===== src/rtl/jtframe_spi_ioctl.sv =====
//==============================================================================
// jtframe_spi_ioctl : SPI slave decoding the ROM download stream into the
// core-side ioctl write bus.    Revision 1.0
//==============================================================================
`default_nettype none

module jtframe_spi_ioctl #(
    parameter int AW   = 22,
    parameter int SYNC = 2
) (
    input  logic          rst,
    input  logic          clk,
    input  logic          spi_sck,
    input  logic          spi_di,
    input  logic          spi_ss,
    output logic          ioctl_download,
    output logic [7:0]    ioctl_index,
    output logic [AW-1:0] ioctl_addr,
    output logic [7:0]    ioctl_dout,
    output logic          ioctl_wr,
    output logic [AW-1:0] rx_count
);

    typedef enum logic [2:0] {
        IDLE    = 3'd0,
        CMD     = 3'd1,
        ARG_TX  = 3'd2,
        ARG_IDX = 3'd3,
        DATA    = 3'd4,
        SKIP    = 3'd5
    } state_t;

    logic [SYNC-1:0] sck_sync, di_sync, ss_sync;
    logic            sck_prev, ss_prev;
    logic            sck_s, di_s, ss_s;
    logic            sck_rise, ss_rise;
    logic [7:0]      sr;
    logic [2:0]      bit_cnt;
    logic            byte_done;
    logic [AW-1:0]   next_addr;
    state_t          state;

    // Slave select idles high, so its synchronizer resets to 1 to avoid a
    // spurious transaction start right after reset.
    always_ff @(posedge clk or posedge rst) begin
        if (rst) begin
            sck_sync <= '0;
            di_sync  <= '0;
            ss_sync  <= '1;
            sck_prev <= 1'b0;
            ss_prev  <= 1'b1;
        end else begin
            sck_sync <= {sck_sync[SYNC-2:0], spi_sck};
            di_sync  <= {di_sync[SYNC-2:0],  spi_di};
            ss_sync  <= {ss_sync[SYNC-2:0],  spi_ss};
            sck_prev <= sck_s;
            ss_prev  <= ss_s;
        end
    end

    assign sck_s    = sck_sync[SYNC-1];
    assign di_s     = di_sync[SYNC-1];
    assign ss_s     = ss_sync[SYNC-1];
    assign sck_rise = sck_s & ~sck_prev;
    assign ss_rise  = ss_s & ~ss_prev;

    always_ff @(posedge clk or posedge rst) begin
        if (rst) begin
            sr        <= 8'd0;
            bit_cnt   <= 3'd0;
            byte_done <= 1'b0;
        end else begin
            byte_done <= 1'b0;
            if (ss_rise) begin
                bit_cnt <= 3'd0;
            end else if (!ss_s && sck_rise) begin
                sr        <= {sr[6:0], di_s};
                bit_cnt   <= bit_cnt + 3'd1;
                byte_done <= (bit_cnt == 3'd7);
            end
        end
    end

    always_ff @(posedge clk or posedge rst) begin
        if (rst) begin
            state          <= IDLE;
            ioctl_download <= 1'b0;
            ioctl_index    <= 8'd0;
            ioctl_addr     <= '0;
            ioctl_dout     <= 8'd0;
            ioctl_wr       <= 1'b0;
            rx_count       <= '0;
            next_addr      <= '0;
        end else begin
            ioctl_wr <= 1'b0;
            case (state)
                IDLE: begin
                    if (!ss_s) state <= CMD;
                end
                CMD: begin
                    if (byte_done) begin
                        case (sr)
                            8'h53:   state <= ARG_TX;
                            8'h54:   state <= DATA;
                            8'h55:   state <= ARG_IDX;
                            default: state <= SKIP;
                        endcase
                    end
                end
                ARG_TX: begin
                    if (byte_done) begin
                        if (sr != 8'd0) begin
                            ioctl_download <= 1'b1;
                            next_addr      <= '0;
                            rx_count       <= '0;
                        end else begin
                            ioctl_download <= 1'b0;
                        end
                        state <= SKIP;
                    end
                end
                ARG_IDX: begin
                    if (byte_done) begin
                        if (!ioctl_download) ioctl_index <= sr;
                        state <= SKIP;
                    end
                end
                DATA: begin
                    if (byte_done && ioctl_download) begin
                        ioctl_dout <= sr;
                        ioctl_addr <= next_addr;
                        ioctl_wr   <= 1'b1;
                        next_addr  <= next_addr + AW'(1);
                        rx_count   <= rx_count + AW'(1);
                    end
                end
                SKIP: ;
                default: state <= IDLE;
            endcase
            // Placed last so a byte finishing on the closing edge is still processed
            if (ss_rise) state <= IDLE;
        end
    end

endmodule

`default_nettype wire


===== config.mk =====
export PLATFORM = sky130hd
export DESIGN_NAME = jtframe_spi_ioctl
export DESIGN_NICKNAME = d
export VERILOG_FILES = /design/src/rtl/jtframe_spi_ioctl.sv
export SDC_FILE = /design/constraint.sdc
export NUM_CORES = 1
export LEC_CHECK = 0
export ABC_AREA = 1
export CELL_PAD_IN_SITES_DETAIL_PLACEMENT = 2
export CELL_PAD_IN_SITES_GLOBAL_PLACEMENT = 2
export CORE_MARGIN = 1.5
export CORE_UTILIZATION = 29
export CTS_CLUSTER_SIZE = 28
export DETAILED_ROUTE_END_ITERATION = 10
export PLACE_DENSITY_LB_ADDON = 0.1
export SYNTH_ARGS = -nofsm -noshare
export SYNTH_HDL_FRONTEND = slang
export SYNTH_SLANG_ARGS = --single-unit

===== constraint.sdc =====
create_clock -name clk -period 3.1 [get_ports clk]
set_clock_uncertainty 0.2 [all_clocks]
set_input_delay 0.31 -clock clk [delete_from_list [all_inputs] [get_ports clk]]
set_output_delay 0.31 -clock clk [all_outputs]
set_load 0.005 [all_outputs]

# After elaboration in Yosys (flattened, before gate mapping)
# Cells that the tools add are included.
[totals]
reg_bits = 107
output_inout_bits = 62
[classes]
reduce_logical = 15
mux = 19
bitwise_logic = 6
n_addsub = 3
n_eq_ne = 16
[op_table]
columns = ["operator", "n"]
rows = [
  ["$mux W22", 4],
  ["$pmux W22 S2", 2],
  ["$add A22 B1 Y22 const B", 2],
  ["$eq A8 B7 Y1 const B", 3],
  ["$mux W3", 6],
  ["$pmux W3 S4", 1],
  ["$eq A3 B3 Y1 const B", 3],
  ["$pmux W3 S3", 1],
  ["$reduce_and A4 Y1", 2],
  ["$reduce_bool A8 Y1", 1],
  ["$eq A3 B2 Y1 const B", 2],
  ["$ne A2 B2 Y1 const B", 3],
  ["$ne A3 B3 Y1 const B", 2],
  ["$reduce_and A2 Y1", 3],
  ["$mux W1", 5],
  ["$not A1 Y1", 4],
  ["$reduce_bool A2 Y1", 2],
  ["$reduce_or A2 Y1", 2],
  ["$add A3 B1 Y3 const B", 1],
  ["$eq A3 B1 Y1 const B", 1],
  ["$logic_not A3 Y1", 1],
  ["$ne A3 B1 Y1 const B", 1],
  ["$reduce_and A3 Y1", 1],
  ["$and A1 B1 Y1", 2],
  ["3 further kinds", 4],
]

# Depth between registers and ports, before layout
[logic_depth]
ltp_word = 5
depth_mapped = 10
mapped_depth_nobuf = 10

# Least setup slack after synthesis
# No wires, ideal clock.
[synth_timing]
path_type = "flip-flop to flip-flop"
start = "register rx_count[0]"
end = "register rx_count[16]"
setup_time_ns = 0.083
arrival_ns = 1.415
stages_incl_launch_ff = 10
t_required_ns = 2.817
setup_slack_ns = 1.403
path_cell_list = "dfrtp_1 ha_1 inv_1 nor2_1 nand2_1 inv_1 nand2_1 nand2_1 nand3_1 o21ai_0"
[synth_between]
elab_chain_cells = 3
[synth_lines]
columns = ["item", "line_no", "text"]
rows = [
  ["start: declaration", "21", "output logic [AW-1:0] rx_count"],
  ["start signal: assignment", "134", "rx_count <= rx_count + AW'(1);"],
  ["$add A22 B1 Y22", "134", ""],
  ["$mux W22", "129", "if (byte_done && ioctl_download) begin"],
  ["$pmux W22 S2", "96", "case (state)"],
]
# No other way between the ends. The select of a mux whose other input is x is not followed.
# A chain may end at the register's enable or synchronous reset.

# Worst setup path in the final report
[layout_timing]
start = "register state[1]"
end = "register rx_count[10]"
[layout_between]
elab_chain_cells = 3
[layout_lines]
columns = ["item", "line_no", "text"]
rows = [
  ["start: declaration", "41", "state_t state;"],
  ["start signal: assignment", "86", "state <= IDLE;"],
  ["start signal: assignment", "98", "if (!ss_s) state <= CMD;"],
  ["start signal: assignment", "103", "8'h53: state <= ARG_TX;"],
  ["$eq A3 B3 Y1 or $eq A3 B2 Y1 (tied branches)", "96", ""],
  ["$ne A2 B2 Y1 (no line) or $reduce_bool A2 Y1 (tied branches)", "--", ""],
  ["$reduce_and A4 Y1 (no line)", "--", ""],
]
# Parallel ways exist; a longest one is shown, timed or not.

==> flow_summary.yaml <==
clocking:
  clk_latency_ns: 0.36
  clock_path_buffers: 2
  cts_made_buffers: 9
  cts_setup_buffers: 0
  cts-root-buf: "clkbuf_16"
  cts_tree: "yes"
  htree_levels: 3
  cts_sinks: 107
  cts_resized: 0
  ctsHoldBuffers: 0
  clk_pin_slew_worst_paths_ns: 0.08
cells_and_area:
  stdcell_area_um2: 6430
  fillers: 2080
  stdcell_count: 985
  post-route-util_pct: 35.9
  syn_to_final_growth_pct: 22.3
  diodes: 0
  drive_above_1_share_pct: 4.10
  fin_nets: 760
global_routing:
  grt_pass1_vias: 5420
  grt_antenna_before_repair: 0
  grt_max_degree: 54
  grt_remaining_overflow: 0
  grt_usage_pct: 18.7
  grt_pass1_wl_um: 27600
sta:
  final-setup-viol-count: 0
  fmax_mhz: 421
  hold_viol: 0
  rsz0062_at_grt: "no"
  drv_slew: 0
  fin_ws_ns: 0.726
  finalSetupTns_ns: 0
  tightest_slew_ns: 0.687
  relSlewSlack_pct: 54.1
  finalCriticalPeriod_ns: 2.37
  finalCritPeriodShare_pct: 76.6
  whs_ns: 0.151
floorplanning:
  fp.dieH_um: 138
  core_um2: 17900
  die_x_um: 138
  rows: 49
  design.die.area_um2: 19000
  io_pins: 67
  initial_core_util_pct: 29.4
place:
  dpl-instance-area_um2: 6160
  hpwl_um: 12000
  post-place-ws_ns: 0.662
  gp_congestion: 0.786
  place_inst: 969
  port_buffers: 66
hold_path:
  hold_class: "input pin to register"
synth:
  yosysTopAreaCellShare_pct: 49.5
  synth.avg_cell_area_um2: 7.65
  seq_area_frac_synth_pct: 51.0
  syn_inst: 688
  synth_warnings: 0
  syn_nets: 697
  synth.area.top_cells: "dfrtp_1 (49%), nand2_1 (18%), o21ai_0 (6.2%), nor2_1 (5.4%), inv_1 (4.7%)"
  async_reset_ff_share_pct: 100
  ys_types: 29
  synth_edf_count: 0
  synth-seq-cells: 107
  netlist_area_um2: 5260
  synth_flop_cell: "dfrtp_1"
  synth_top_cell_by_area: "dfrtp_1"
power:
  power.total_mw: 2.95
  vdd_drop_max_mv: 0.260
  powerDensity_nw_per_um2: 459
  p_leak_nw: 2.81
status:
  status: "completed"
detailed_routing:
  vias_per_cell: 4.90
  routed_wl_um: 16300
  vias: 4831
  drt_pass1_iterations: 4
  drc_errors: 0
  wl_per_cell_um: 16.6
  detail-route-antenna-nets: 0
  drt_iter0_markers: 184
flow_run:
  cap_violations: 0
worst_setup_path:
  end_kind: "register"
  slowest_delay_ns: 0.47
  critPathMostFrequentCell: "nand2_1"
  worst_setup_path_start_kind: "register"
  path_class: "register to register"
  critical_path_peak_fanout: 52
  arrival_ns: 2.47
  worst-path-buf-inv: 2
  worstPathRequired_ns: 3.20
  cp_slowest_cell: "buf_4"
  crit_family: "simple AND/OR/NAND/NOR gates"
  crit_path_cell_trace: "inv_2 -> nand2_1 -> nor2_4 -> nand3_4 -> nand2_4 -> buf_4 -> nand2_1 -> nand2_1 -> nand2_1 -> nor2_1"
==> registers in the layout, summed over array words and instances (netlist names), 3 cells and up <==
name / flops
ioctl_addr: 22
sr: 8
ioctl_dout: 8
state: 3
bit_cnt: 3
next_addr: 22
rx_count: 22
ioctl_index: 8
==> path summary, 6_finish.rpt <==
kind / end / depth (start not counted) / slack [ns] / start
setup / recovery: rx_count[10]$_DFFE_PP0P_ / 10 / 0.73 / state[1]$_DFFE_PP0P_
hold / removal: ss_sync[0]$_DFF_PP1_ / 1 / 0.15 / spi_ss
setup reg to reg: rx_count[10]$_DFFE_PP0P_ / 10 / 0.73 / state[1]$_DFFE_PP0P_
hold reg to reg: sck_sync[1]$_DFF_PP0_ / 0 / 0.15 / sck_sync[0]$_DFF_PP0_
max in group asynchronous: ioctl_addr[16]$_DFFE_PP0P_ / 3 / 1.77 / rst
min in group asynchronous: ioctl_index[4]$_DFFE_PP0P_ / 2 / 0.19 / rst
==> cell families (layout without fill, tap and decap cells) <==
| family | Yosys count | count (layout) | share of synthesized area (%) |
|---|---|---|---|
| AOI/OAI and AO/OA | 84 | 84 | 8.59 |
| adders and majority gates | 4 | 4 | 0.952 |
| buffers and inverters | 89 | 157 | 7.04 |
| DFF | 107 | 107 | 51.0 |
| xor gates and xnor gates | 5 | 5 | 0.833 |
| and+or+nand+nor | 399 | 399 | 31.6 |
==> layout make-up <==
class	count	area, um2	share of cell area [%]
flip-flops and latches	107	2680	41.7
multi-input cells	492	2210	34.3
repair buffers	72	718	11.2
well taps	229	287	4.45
inverters	69	263	4.08
clock buffers	11	233	3.62
clock inverters	5	45.0	0.700
==> where the power goes <==
| part | leakage (nW) | internal, mW | switching [mW] |
|---|---|---|---|
| Sequential | 1.46 | 1.45 | 0.0567 |
| Clock | 0.133 | 0.560 | 0.576 |
| Combinational | 1.22 | 0.0818 | 0.228 |
==> layout by cell type, fill, tap and decap left out, drive strengths merged <==
master	Yosys	routed
o21bai	2	2
inv	68	70
nand2	249	249
dfstp	3	3
o31ai	1	1
clkinv	1	2
dfrtp	104	104
a21oi	4	4
ha	4	4
a32o	2	2
and2	2	2
buf	13	6
nand3	39	39
o21a	1	1
nor3	1	1
or3	1	1
nor2	77	77
xor2	5	5
o21ai	74	74
clkdlybuf4s50	0	66
clkbuf	7	11
nand4	30	30
clkinvlp	0	2
==> routing by layer <==
layer / part of all wire [%] / global-route usage, % / vias up
met3: 2.9 / 3.53 / 18
li1: - / - / 2319
met4: 1.4 / 5.44 / 0
met2: 50 / 32.9 / 51
met5: 0 / 0 / -
met1: 46 / 23.3 / 2443
==> worst register-to-register path, cell delays in order (launching register included) <==
cell and delay (ns):
dfrtp_1 0.43, inv_2 0.10, nand2_1 0.10, nor2_4 0.13
nand3_4 0.29, nand2_4 0.19, buf_4 0.47, nand2_1 0.18
nand2_1 0.09, nand2_1 0.05, nor2_1 0.08
==> cells in the mapped netlist, types with 2 or more instances <==
cell type	count
a21oi_1	4
a32o_1	2
and2_1	2
buf_2	8
buf_4	3
buf_6	2
clkbuf_1	7
dfrtp_1	104
dfstp_2	3
ha_1	4
inv_1	66
inv_2	2
nand2_1	248
nand3_1	38
nand4_1	30
nor2_1	76
o21ai_0	65
o21ai_1	8
o21bai_1	2
xor2_1	5
(Power assumes the default switching activity.)
